**config.mk**
```make
export PLATFORM = sky130hd
export DESIGN_NAME = binary_to_bcd_conv
export DESIGN_NICKNAME = d
export VERILOG_FILES = /design/src/rtl/binary_to_bcd_conv.sv
export SDC_FILE = /design/constraint.sdc
export NUM_CORES = 1
export LEC_CHECK = 0
export CAP_MARGIN = 15
export CORE_MARGIN = 10
export CORE_UTILIZATION = 35
export DETAILED_ROUTE_END_ITERATION = 8
export MAX_ROUTING_LAYER = met4
export SYNTH_ARGS = -nofsm -noshare
export SYNTH_HDL_FRONTEND = slang
export SYNTH_SLANG_ARGS = --single-unit
export TNS_END_PERCENT = 1
```
**constraint.sdc**
```tcl
create_clock -name i_clk -period 5.8 [get_ports i_clk]
set_input_delay 0.87 -clock i_clk [delete_from_list [all_inputs] [get_ports i_clk]]
set_output_delay 0.87 -clock i_clk [all_outputs]
set_load 0.02 [all_outputs]
```
**src/rtl/binary_to_bcd_conv.sv**
```systemverilog
// rtl/binary_to_bcd_conv.sv - 7-bit binary to two-digit BCD converter with combinational and registered results
//
// Ports:
//   i_clk        in   1  clock; registered outputs update on rising edge
//   i_reset      in   1  asynchronous active-high reset of registered outputs
//   i_ena        in   1  capture enable for registered outputs
//   i_binary     in   7  unsigned value to convert (0..99 valid, 100..127 saturate)
//   o_bcd_msb    out  4  combinational tens digit
//   o_bcd_lsb    out  4  combinational units digit
//   o_overflow   out  1  combinational, set when i_binary >= 100
//   o_bcd_msb_r  out  4  registered tens digit
//   o_bcd_lsb_r  out  4  registered units digit
//   o_overflow_r out  1  registered overflow flag

module binary_to_bcd_conv (
  input  logic       i_clk,
  input  logic       i_reset,
  input  logic       i_ena,
  input  logic [6:0] i_binary,
  output logic [3:0] o_bcd_msb,
  output logic [3:0] o_bcd_lsb,
  output logic       o_overflow,
  output logic [3:0] o_bcd_msb_r,
  output logic [3:0] o_bcd_lsb_r,
  output logic       o_overflow_r
);

  // Double-dabble working register: [18:15] hundreds, [14:11] tens,
  // [10:7] units, [6:0] binary bits still to be shifted in.
  logic [18:0] dabble_sr;
  logic [3:0]  hund_dig;
  logic [3:0]  tens_dig;
  logic [3:0]  unit_dig;

  always_comb begin
    dabble_sr = {12'd0, i_binary};
    for (int i = 0; i < 7; i++) begin
      // Correct any digit that would exceed 9 after doubling.
      if (dabble_sr[10:7] >= 4'd5)
        dabble_sr[10:7] = dabble_sr[10:7] + 4'd3;
      if (dabble_sr[14:11] >= 4'd5)
        dabble_sr[14:11] = dabble_sr[14:11] + 4'd3;
      if (dabble_sr[18:15] >= 4'd5)
        dabble_sr[18:15] = dabble_sr[18:15] + 4'd3;
      dabble_sr = dabble_sr << 1;
    end
    hund_dig = dabble_sr[18:15];
    tens_dig = dabble_sr[14:11];
    unit_dig = dabble_sr[10:7];
  end

  // Any hundreds digit means the value cannot be shown on two digits:
  // clamp the display to 99 and flag it.
  logic       ovf_c;
  logic [3:0] msb_c;
  logic [3:0] lsb_c;

  always_comb begin
    ovf_c = (hund_dig != 4'd0);
    msb_c = ovf_c ? 4'd9 : tens_dig;
    lsb_c = ovf_c ? 4'd9 : unit_dig;
  end

  assign o_bcd_msb  = msb_c;
  assign o_bcd_lsb  = lsb_c;
  assign o_overflow = ovf_c;

  // Registered copy for downstream logic that needs a clean launch point.
  logic [3:0] msb_q, msb_d;
  logic [3:0] lsb_q, lsb_d;
  logic       ovf_q, ovf_d;

  always_comb begin
    msb_d = msb_q;
    lsb_d = lsb_q;
    ovf_d = ovf_q;
    if (i_ena) begin
      msb_d = msb_c;
      lsb_d = lsb_c;
      ovf_d = ovf_c;
    end
  end

  always_ff @(posedge i_clk or posedge i_reset) begin
    if (i_reset) begin
      msb_q <= 4'd0;
      lsb_q <= 4'd0;
      ovf_q <= 1'b0;
    end else begin
      msb_q <= msb_d;
      lsb_q <= lsb_d;
      ovf_q <= ovf_d;
    end
  end

  assign o_bcd_msb_r  = msb_q;
  assign o_bcd_lsb_r  = lsb_q;
  assign o_overflow_r = ovf_q;

endmodule

```
* After elaboration in Yosys (flattened, before gate mapping) *
Index checks and enable logic that the tools add are counted.
W data, S select, Z words.

word-level totals
  logic and storage cells = 51
  input bits = 10
  bits in registers = 9
  output and inout bits = 18

operators by class
  $add $sub $neg = 15
  mux-type cells = 17
  reduce and logical (&&, ||, !) cells = 1
  order comparisons = 15

operators with widths
  operator                count
  $ge A4 B3 Y1 const B    12
  $mux W4                 12
  $add A4 B2 Y4 const B   9
  $mux W3                 5
  $add A3 B2 Y3 const B   3
  $add A1 B2 Y3 const B   2
  $ge A1 B3 Y1 const B    2
  $reduce_bool A4 Y1      1
  $add A1 B2 Y3 const AB  1
  $ge A1 B3 Y1 const AB   1

* Depth between registers and ports, before layout *
Gate-level depths: netlist (run 1).

  depth in word-level cells = 14
  depth in mapped cells = 17
  gate-level depth less buffers = 16

* Worst setup path before layout (run 1) *
OpenSTA, ideal clock, no wires.

  path type = input -> output
  start point = in i_binary[5]
  end point = out o_bcd_lsb[3]
  required time = 4930 ps
  buffers on the path = 1
  cell stages on the path = 15
  path slack = 826 ps
  arrival = 4104 ps
  cells stage by stage = inv_1 -> ha_1 -> o21ai_1 -> xnor2_2 -> ha_1 -> nand2b_1 -> a32oi_4 -> xnor2_1 -> inv_2 -> ha_1 -> nand2b_1 -> clkbuf_1 -> nand4b_1 -> a31oi_1 -> a221o_1

on the way
  longest elaborated chain between the ends = 12
  elaborated cells between the ends (all ways) = 38
  classes of those cells = add/sub (12); order compare (12); mux (13); reduce/logical (1)

RTL lines
  element                                               RTL line  RTL
  start, declared                                       19        input logic [6:0] i_binary,
  $add A4 B2 Y4 / $ge A4 B3 Y1 (equally long branches)  40, 39
  $mux W4 *                                             39        if (dabble_sr[10:7] >= 4'd5)
  $add A4 B2 Y4, or another cell as far along           40        dabble_sr[10:7] = dabble_sr[10:7] + 4'd3;
  $mux W4, on equally long branches                     39, 41
  $add A4 B2 Y4, or another cell as far along           40
  $mux W4, or another cell as far along                 39
  $add A4 B2 Y4, or another cell as far along           40
  $mux W4, or another cell as far along                 39
  $add A4 B2 Y4, or another cell as far along           42        dabble_sr[14:11] = dabble_sr[14:11] + 4'd3;
  $mux W4 / $mux W3 (equally long branches)             41, 43
  $reduce_bool A4 Y1 *                                  59        ovf_c = (hund_dig != 4'd0);
  named net o_overflow                                  22        output logic o_overflow,
  $mux W4 *                                             61        lsb_c = ovf_c ? 4'd9 : unit_dig;
  end, declared                                         21        output logic [3:0] o_bcd_lsb,

The timed path passes the listed nets; every way through them passes the cells marked *.

* Final worst setup path (run 1) *
  start point = in i_binary[5]
  end point = out o_bcd_lsb[1]

on the way
  longest elaborated chain between the ends = 12
  elaborated cells between the ends (all ways) = 37
  classes of those cells = add/sub (11); order compare (12); mux (13); reduce/logical (1)

RTL lines
  element                                               RTL line
  $add A4 B2 Y4 / $ge A4 B3 Y1 (equally long branches)  40, 39
  $mux W4 *                                             39
  $add A4 B2 Y4, or another cell as far along           40
  $mux W4, on equally long branches                     39, 41
  $add A4 B2 Y4, or another cell as far along           40
  $mux W4, or another cell as far along                 39
  $add A4 B2 Y4, or another cell as far along           40
  $mux W4, or another cell as far along                 39
  $add A4 B2 Y4, or another cell as far along           42
  $mux W4 / $mux W3 (equally long branches)             41, 43
  $reduce_bool A4 Y1                                    59
  $mux W4 *                                             61

Mark *: on every way between the ends. The rest lies on a longest branch, timed or not.

==> flow_summary.ini, run 1 <==
[layout]
nets = 177
final_area_um2 = 1463
antennaDiodeCount = 0
multi_input_area_um2 = 759.5
drive_above_1_share_pct = 20.00
regArea_um2 = 225.2
utilization_pct = 51.70
syn_to_final_growth_pct = 38.84
nFillCells = 269

[pwr]
totalPowerFinal_w = 0.0003700
p_leak_nw = 0.6687
power.density_nw_per_um2 = 253.0
ir_drop_uv = 130.4

[yosys]
synth-adder-area-share_pct = 7.126
synth_top_area_share_pct = 21.38
synthSimpleGateAreaFrac_pct = 16.51
yosysWarnings = 0
netlist_area_um2 = 1054
synth_compound_area_share_pct = 28.86
synth_seq_cells = 9
netlist_instances = 124
synth_nets = 140
yosys-top-cells-area = dfrtp_1 21%, mux2_2 7.5%, ha_1 7.1%, mux2i_1 6.7%, inv_1 3.9%
synth_top_family_by_area = compound AO/OA/AOI/OAI gates
yosysTopAreaCell = dfrtp_1
synth_cell_types = 44
synth.area.mux_share_pct = 15.56
synth_xor_area_share_pct = 2.375
syn_area_per_cell_um2 = 8.496
synth_seq_area_share_pct = 21.38

[clock_network]
cts_tree = yes
cts-htree-levels = 1
cts_hold_buf = 0
clock-root-buffer = clkbuf_4
clkLatencyLatePin_ns = 0.26
numCtsBuffers = 3
path_clk_slew_ns = 0.06
cts.sinks = 9
clockBufferDepth = 2

[timing]
min_period_ns = 5.441
worst_slew_pin_slew_ns = 0.5205
slew_violations = 0
post-route-period-util_pct = 93.81
rsz0062_at_grt = false
finalSetupViolCount = 0
timing.setup.tns_ns = 0
slew_headroom_pct = 65.19
fmax_ghz = 0.1838
fin_skew_ns = 0
finalHoldViolCount = 0

[placed_design]
hpwl_mm = 2.326
gp_congestion = 0.8439
numPortBuffers = 27
placed_area_um2 = 1411

[global_routing]
grt_usage_pct = 10.86
grt_pass1_vias = 1106
antenna_found_initial = 0
grt_max_degree = 13
overflow = 0
grt_pass1_wl_mm = 4.871

[routing]
vias_per_cell = 5.550
drt_iter0_markers = 46
drc_errors = 0
final_antenna_net_count = 0
drt-total-wl_mm = 2.893
first_pass_iters = 4
wire_per_inst_um = 15.15
num_vias = 1060

[setup_path]
critPathLaunchType = input pin
crit_path_frequent_cell = ha_1
cp_data_required_time_ns = 4.93
endpoint_kind = output port
cpMaxStageDelayCell = clkdlybuf4s50_1
path_class = input pin to output port
critical_path_arrival_ns = 4.57
worstPathMaxFanout = 8
reg2reg_slack_ns = 5.04
max_stage_delay_ns = 0.54
worstPathCellList = clkdlybuf4s50_1 > inv_1 > ha_1 > o21ai_1 > xnor2_2 > ha_1 > nand2b_1 > a32oi_4 > xnor2_1 > inv_2 > ha_1 > nand2b_2 > a21oi_2 > nor3_1 > o31ai_1 > nor2_1 > clkdlybuf4s50_1

[die]
die_w_um = 74.87
fp.dieH_um = 74.87
rows = 19
ioPinCount = 28
dieArea_um2 = 5605
core_um2 = 2829
start_util_pct = 37.24

[worst_hold_path]
hp-class = flip-flop to flip-flop

[run_status]
status = complete, no violations

[flow_run]
maxCapViolations = 0
sequential cells by signal (all words and copies together), names as in the netlist:
name	cells
o_bcd_msb_r	4
o_overflow_r	1
o_bcd_lsb_r	4
report_power, final:
group | total (W) | internal [W] | switching (W)
registers | 0.0000826 | 0.0000759 | 0.00000665
clock network | 0.0000489 | 0.0000265 | 0.0000224
logic | 0.000239 | 0.000114 | 0.000124
critical path, delay by kind of cell:
family,cells,cell delay (ns)
buffers and inverters,4,1.16
AO/OA/AOI/OAI,4,0.99
adder cells (fa/ha/maj),3,0.65
AND/OR/NAND/NOR,4,0.51
XOR/XNOR,2,0.37
area by class of cell:
class / count / share of cell area, %
Timing Repair Buffer: 39 / 25.15
Tap cell: 31 / 2.652
Clock buffer: 4 / 1.796
Inverter: 12 / 3.080
Sequential cell: 9 / 15.40
Multi-Input combinational cell: 96 / 51.92
routing by layer:
metal | up-vias | share of wire, % | track usage, %
met3 | 2 | 5.8 | 2.891
li1 | 534 | - | -
met1 | 497 | 43 | 12.01
met4 | 0 | 0.93 | 3.151
met2 | 27 | 50 | 18.67
met5 | - | 0 | -
timing repair:
action | 4_1_cts | 5_1_grt
buffers inserted | 0 | 0
gates resized for setup | 0 | 8
endpoints found under the hold margin | 0 | 0
setup endpoints to repair | 0 | 4
path summary, 6_finish.rpt:
| kind | endpoint | start | cells after the start |
|---|---|---|---|
| max | o_bcd_lsb[1] | i_binary[5] | 17 |
| min | o_overflow_r$_DFFE_PP0P_ | o_overflow_r$_DFFE_PP0P_ | 1 |
| max reg2reg | o_bcd_lsb_r[3]$_DFFE_PP0P_ | o_bcd_lsb_r[3]$_DFFE_PP0P_ | 1 |
| min reg2reg | o_overflow_r$_DFFE_PP0P_ | o_overflow_r$_DFFE_PP0P_ | 1 |
| max in group asynchronous | o_bcd_msb_r[1]$_DFFE_PP0P_ | i_reset | 2 |
| min in group asynchronous | o_bcd_lsb_r[2]$_DFFE_PP0P_ | i_reset | 2 |
logic make-up after synthesis:
| group | Yosys count |
|---|---|
| XOR/XNOR | 2 |
| buffers and inverters | 19 |
| AND/OR/NAND/NOR | 34 |
| flip-flops | 9 |
| adder cells (fa/ha/maj) | 6 |
| multiplexers | 15 |
| AO/OA/AOI/OAI | 39 |
layout by cell type (no fill, tap or decap), types with 3 or more instances in the layout:
cell,n
a21oi_1,5
nand2_1,5
a21o_1,5
nor2_1,9
ha_1,6
mux2_2,7
dfrtp_1,9
mux2i_1,6
nor2b_1,4
clkbuf_4,3
inv_1,11
o21ai_0,3
nor3_1,4
buf_4,12
dlymetal6s2s_1,3
clkdlybuf4s50_1,24
cells in the mapped netlist:
library cell and count:
nand3_1 2, a2111o_1 1, nand2b_1 3, a32o_1 1, a32oi_4 1, buf_6 2
inv_2 1, nor3_1 4, a21oi_1 6, nand4_1 1, o31ai_1 1, mux2i_1 7
or2_1 1, mux2_4 1, nand3b_1 1, o221a_2 1, o21ai_1 2, a22o_1 2
xnor2_2 1, a221o_1 1, mux2_2 7, a2111oi_0 2, xnor2_1 1, o2bb2ai_1 1
nand4b_1 1, o21ai_0 3, o311ai_0 1, and2_1 1, inv_1 11, a31o_2 1
a21o_1 5, nor2_1 9, a311o_1 1, o21bai_1 1, dfrtp_1 9, nor2b_1 4
clkbuf_1 5, o22ai_1 2, a31oi_1 3, a32oi_1 1, or3_1 2, nand2_1 5
ha_1 6, a211oi_1 2
per-stage QoR:
step                      worst slack, ns  cells  hold slack [ns]
after floorplan                    0.8264    124           0.6158
after global placement             0.1238    187           0.4908
after detailed placement          0.05746    187           0.4997
after CTS                         0.02771    191           0.5139
after global routing              0.05074    191           0.5373
final                              0.3591    191           0.5114
Note: power is estimated with default switching activity, not from simulation.
==> inputs of run 2 (changes only) <==
- ABC_AREA: unset -> 1
- SKIP_CTS_REPAIR_TIMING: unset -> 1
==> run 2 against run 1 <==
- maximum frequency shrank 0.14%
- final area fell by 13%
- setup slack worse by 0.0079 ns
- sequential power about the same
- routed wire length is 22% lower
- clock skew is the same
- critical path type unchanged
==> flow_summary.ini, run 2 <==
[run_status]
status = complete, no violations

[timing]
worst_slew_pin_slew_ns = 0.4854
min_period_ns = 5.449
slew_violations = 0
fmax_ghz = 0.1835
holdWs_ns = 0.4735
fin_skew_ns = 0
rsz0062_at_grt = false
finalSetupViolCount = 0
slew_headroom_pct = 67.42
post-route-period-util_pct = 93.95
finalHoldViolCount = 0
timing.setup.tns_ns = 0

[yosys]
yosysWarnings = 0
synth_seq_cells = 9
synth.most_common_cell = nand2_1
netlist_area_um2 = 947.2
synth_seq_area_share_pct = 23.78
netlist_instances = 127
yosysTopAreaCell = dfrtp_1
async_flop_share_pct = 100.0
synthFlopType = dfrtp_1
yosys-top-cells-area = dfrtp_1 24%, nand2_1 15%, nand2_4 11%, ha_1 7.9%, nand2_2 7.3%
syn_area_per_cell_um2 = 7.458
synth_top_area_share_pct = 23.78
synth_cell_types = 22
synth-edff-count = 0
synth_nets = 143
synthTopCellsByCount = 38 x nand2_1, 15 x inv_1, 11 x nand2_2

[placed_design]
hpwl_mm = 1.931
placed_area_um2 = 1247
placed_cells = 183
numPortBuffers = 27
gp_congestion = 0.7221

[routing]
drt-total-wl_mm = 2.261
num_vias = 894
vias_per_cell = 4.781
drt_iter0_markers = 31
first_pass_iters = 4
wire_per_inst_um = 12.09
final_antenna_net_count = 0
drc_errors = 0

[global_routing]
overflow = 0
grt_pass1_wl_mm = 3.953
antenna_found_initial = 0
grt_max_degree = 12
grt_usage_pct = 9.125
grt_pass1_vias = 911

[setup_path]
ff2ff_path_depth = 2
cp_data_required_time_ns = 4.93
worstPathMaxFanout = 4
endpoint_kind = output port
critical_path_arrival_ns = 4.58
critPathLaunchType = input pin
path_class = input pin to output port

[layout]
nets = 174
nFillCells = 264
mostFrequentLayoutCells = 38 x nand2_1, 27 x clkdlybuf4s50_1, 15 x inv_1, 11 x nand2_2
final_common_cell = nand2_1
antennaDiodeCount = 0
regArea_um2 = 225.2
final_area_um2 = 1274
multi_input_area_um2 = 643.1
layoutNonFillerInstCount = 187
drive_above_1_share_pct = 24.84
syn_to_final_growth_pct = 34.48

[die]
ioPinCount = 28
start_util_pct = 37.55
die_w_um = 72.02
core_um2 = 2522
rows = 18
dieArea_um2 = 5187
fp.dieH_um = 72.02

[clock_network]
cts-htree-levels = 1
cts.sinks = 9
clockBufferDepth = 2
numCtsBuffers = 3
cts_tree = yes
clkLatencyLatePin_ns = 0.26
path_clk_slew_ns = 0.06
clock-root-buffer = clkbuf_4

[pwr]
ir_drop_uv = 202.7
power.density_nw_per_um2 = 283.9
p_leak_nw = 0.6777

[flow_run]
maxCapViolations = 0

[worst_hold_path]
hp-class = flip-flop to flip-flop
hold_path_depth = 1
==> run 2: changes by cell type in the layout (fill, tap and decap cells not counted), sizes merged, moves of 3 or more <==
cell,before,now
nand2b,3,0
nand2,5,58
dlymetal6s2s,3,0
nand3,2,14
clkdlybuf4s50,24,27
a21o,5,0
nor3,4,0
nor2b,4,0
mux2i,7,0
a21oi,6,1
mux2,8,0
nor2,9,5
buf,12,0
inv,12,19
==> run 2: worst paths after layout <==
| kind | start | end | slack (ns) |
|---|---|---|---|
| hold reg to reg | o_overflow_r$_DFFE_PP0P_ | o_overflow_r$_DFFE_PP0P_ | 0.47 |
| hold / removal | o_overflow_r$_DFFE_PP0P_ | o_overflow_r$_DFFE_PP0P_ | 0.47 |
| setup reg to reg | o_bcd_lsb_r[0]$_DFFE_PP0P_ | o_bcd_lsb_r[0]$_DFFE_PP0P_ | 5.14 |
| setup / recovery | i_binary[5] | o_bcd_lsb[2] | 0.35 |
| min in group asynchronous | i_reset | o_bcd_lsb_r[0]$_DFFE_PP0P_ | 0.88 |
| max in group asynchronous | i_reset | o_bcd_lsb_r[2]$_DFFE_PP0P_ | 4.67 |
==> run 2: cell type report <==
| cell class | instances | area share (%) |
|---|---|---|
| Tap cell | 30 | 2.947 |
| Sequential cell | 9 | 17.68 |
| Clock buffer | 4 | 2.063 |
| Multi-Input combinational cell | 98 | 50.49 |
| Timing Repair Buffer | 27 | 21.22 |
| Inverter | 19 | 5.599 |
==> run 2: cell families after synthesis <==
kind of cell             count (synthesis)  share of synthesized area [%]
AO/OA/AOI/OAI                            9                          7.001
adder cells (fa/ha/maj)                  6                          7.926
XOR/XNOR                                 1                          2.510
AND/OR/NAND/NOR                         82                          50.46
buffers and inverters                   20                          8.322
flip-flops                               9                          23.78
==> run 2: through the flow <==
| step | setup WS, ns | utilization, % | total power, W |
|---|---|---|---|
| final | 0.3512 | 50.50 | 0.0003616 |
| after global routing | 0.04540 | 50.50 | 0.0003929 |
| after CTS | 0.3232 | 50.50 | 0.0003667 |
| after detailed placement | 0.3398 | 49.45 | 0.0003175 |
| after global placement | 0.4455 | 49.45 | 0.0003132 |
| after floorplan | 1.595 | - | 0.0002321 |
==> run 2: layer usage <==
metal  wire length [um]  vias up  share of wire [%]  track usage (%)
met3                167        2                7.4            3.129
met4                 21        0               0.93            2.796
met1                994      405                 44            10.33
met2               1078       24                 48            14.80
met5                  0        -                  0                -
li1                   -      463                  -                -
==> run 2: worst max-delay path, stage by stage <==
cell	delay [ns]
clkdlybuf4s50_1	0.51
inv_1	0.10
ha_1	0.21
nand2_2	0.11
nand2_1	0.09
nand2_1	0.08
nand2_2	0.08
ha_1	0.23
nand2_1	0.10
nand3_2	0.13
nand2_4	0.10
nand2_1	0.05
nand2_1	0.09
inv_2	0.06
ha_1	0.22
inv_1	0.07
nor2_1	0.04
inv_1	0.07
nand3_2	0.13
nand3_2	0.12
nand3_4	0.10
nand2_4	0.09
nand2_4	0.06
nand2_1	0.09
nand2_1	0.06
nor2_1	0.09
clkdlybuf4s50_1	0.61
==> run 2: report_power, final <==
group | leakage (nW) | internal (W) | switching (W)
logic | 0.552 | 0.0000979 | 0.000134
clock network | 0.0150 | 0.0000265 | 0.0000210
registers | 0.111 | 0.0000759 | 0.00000671
total | 0.678 | 0.000200 | 0.000161
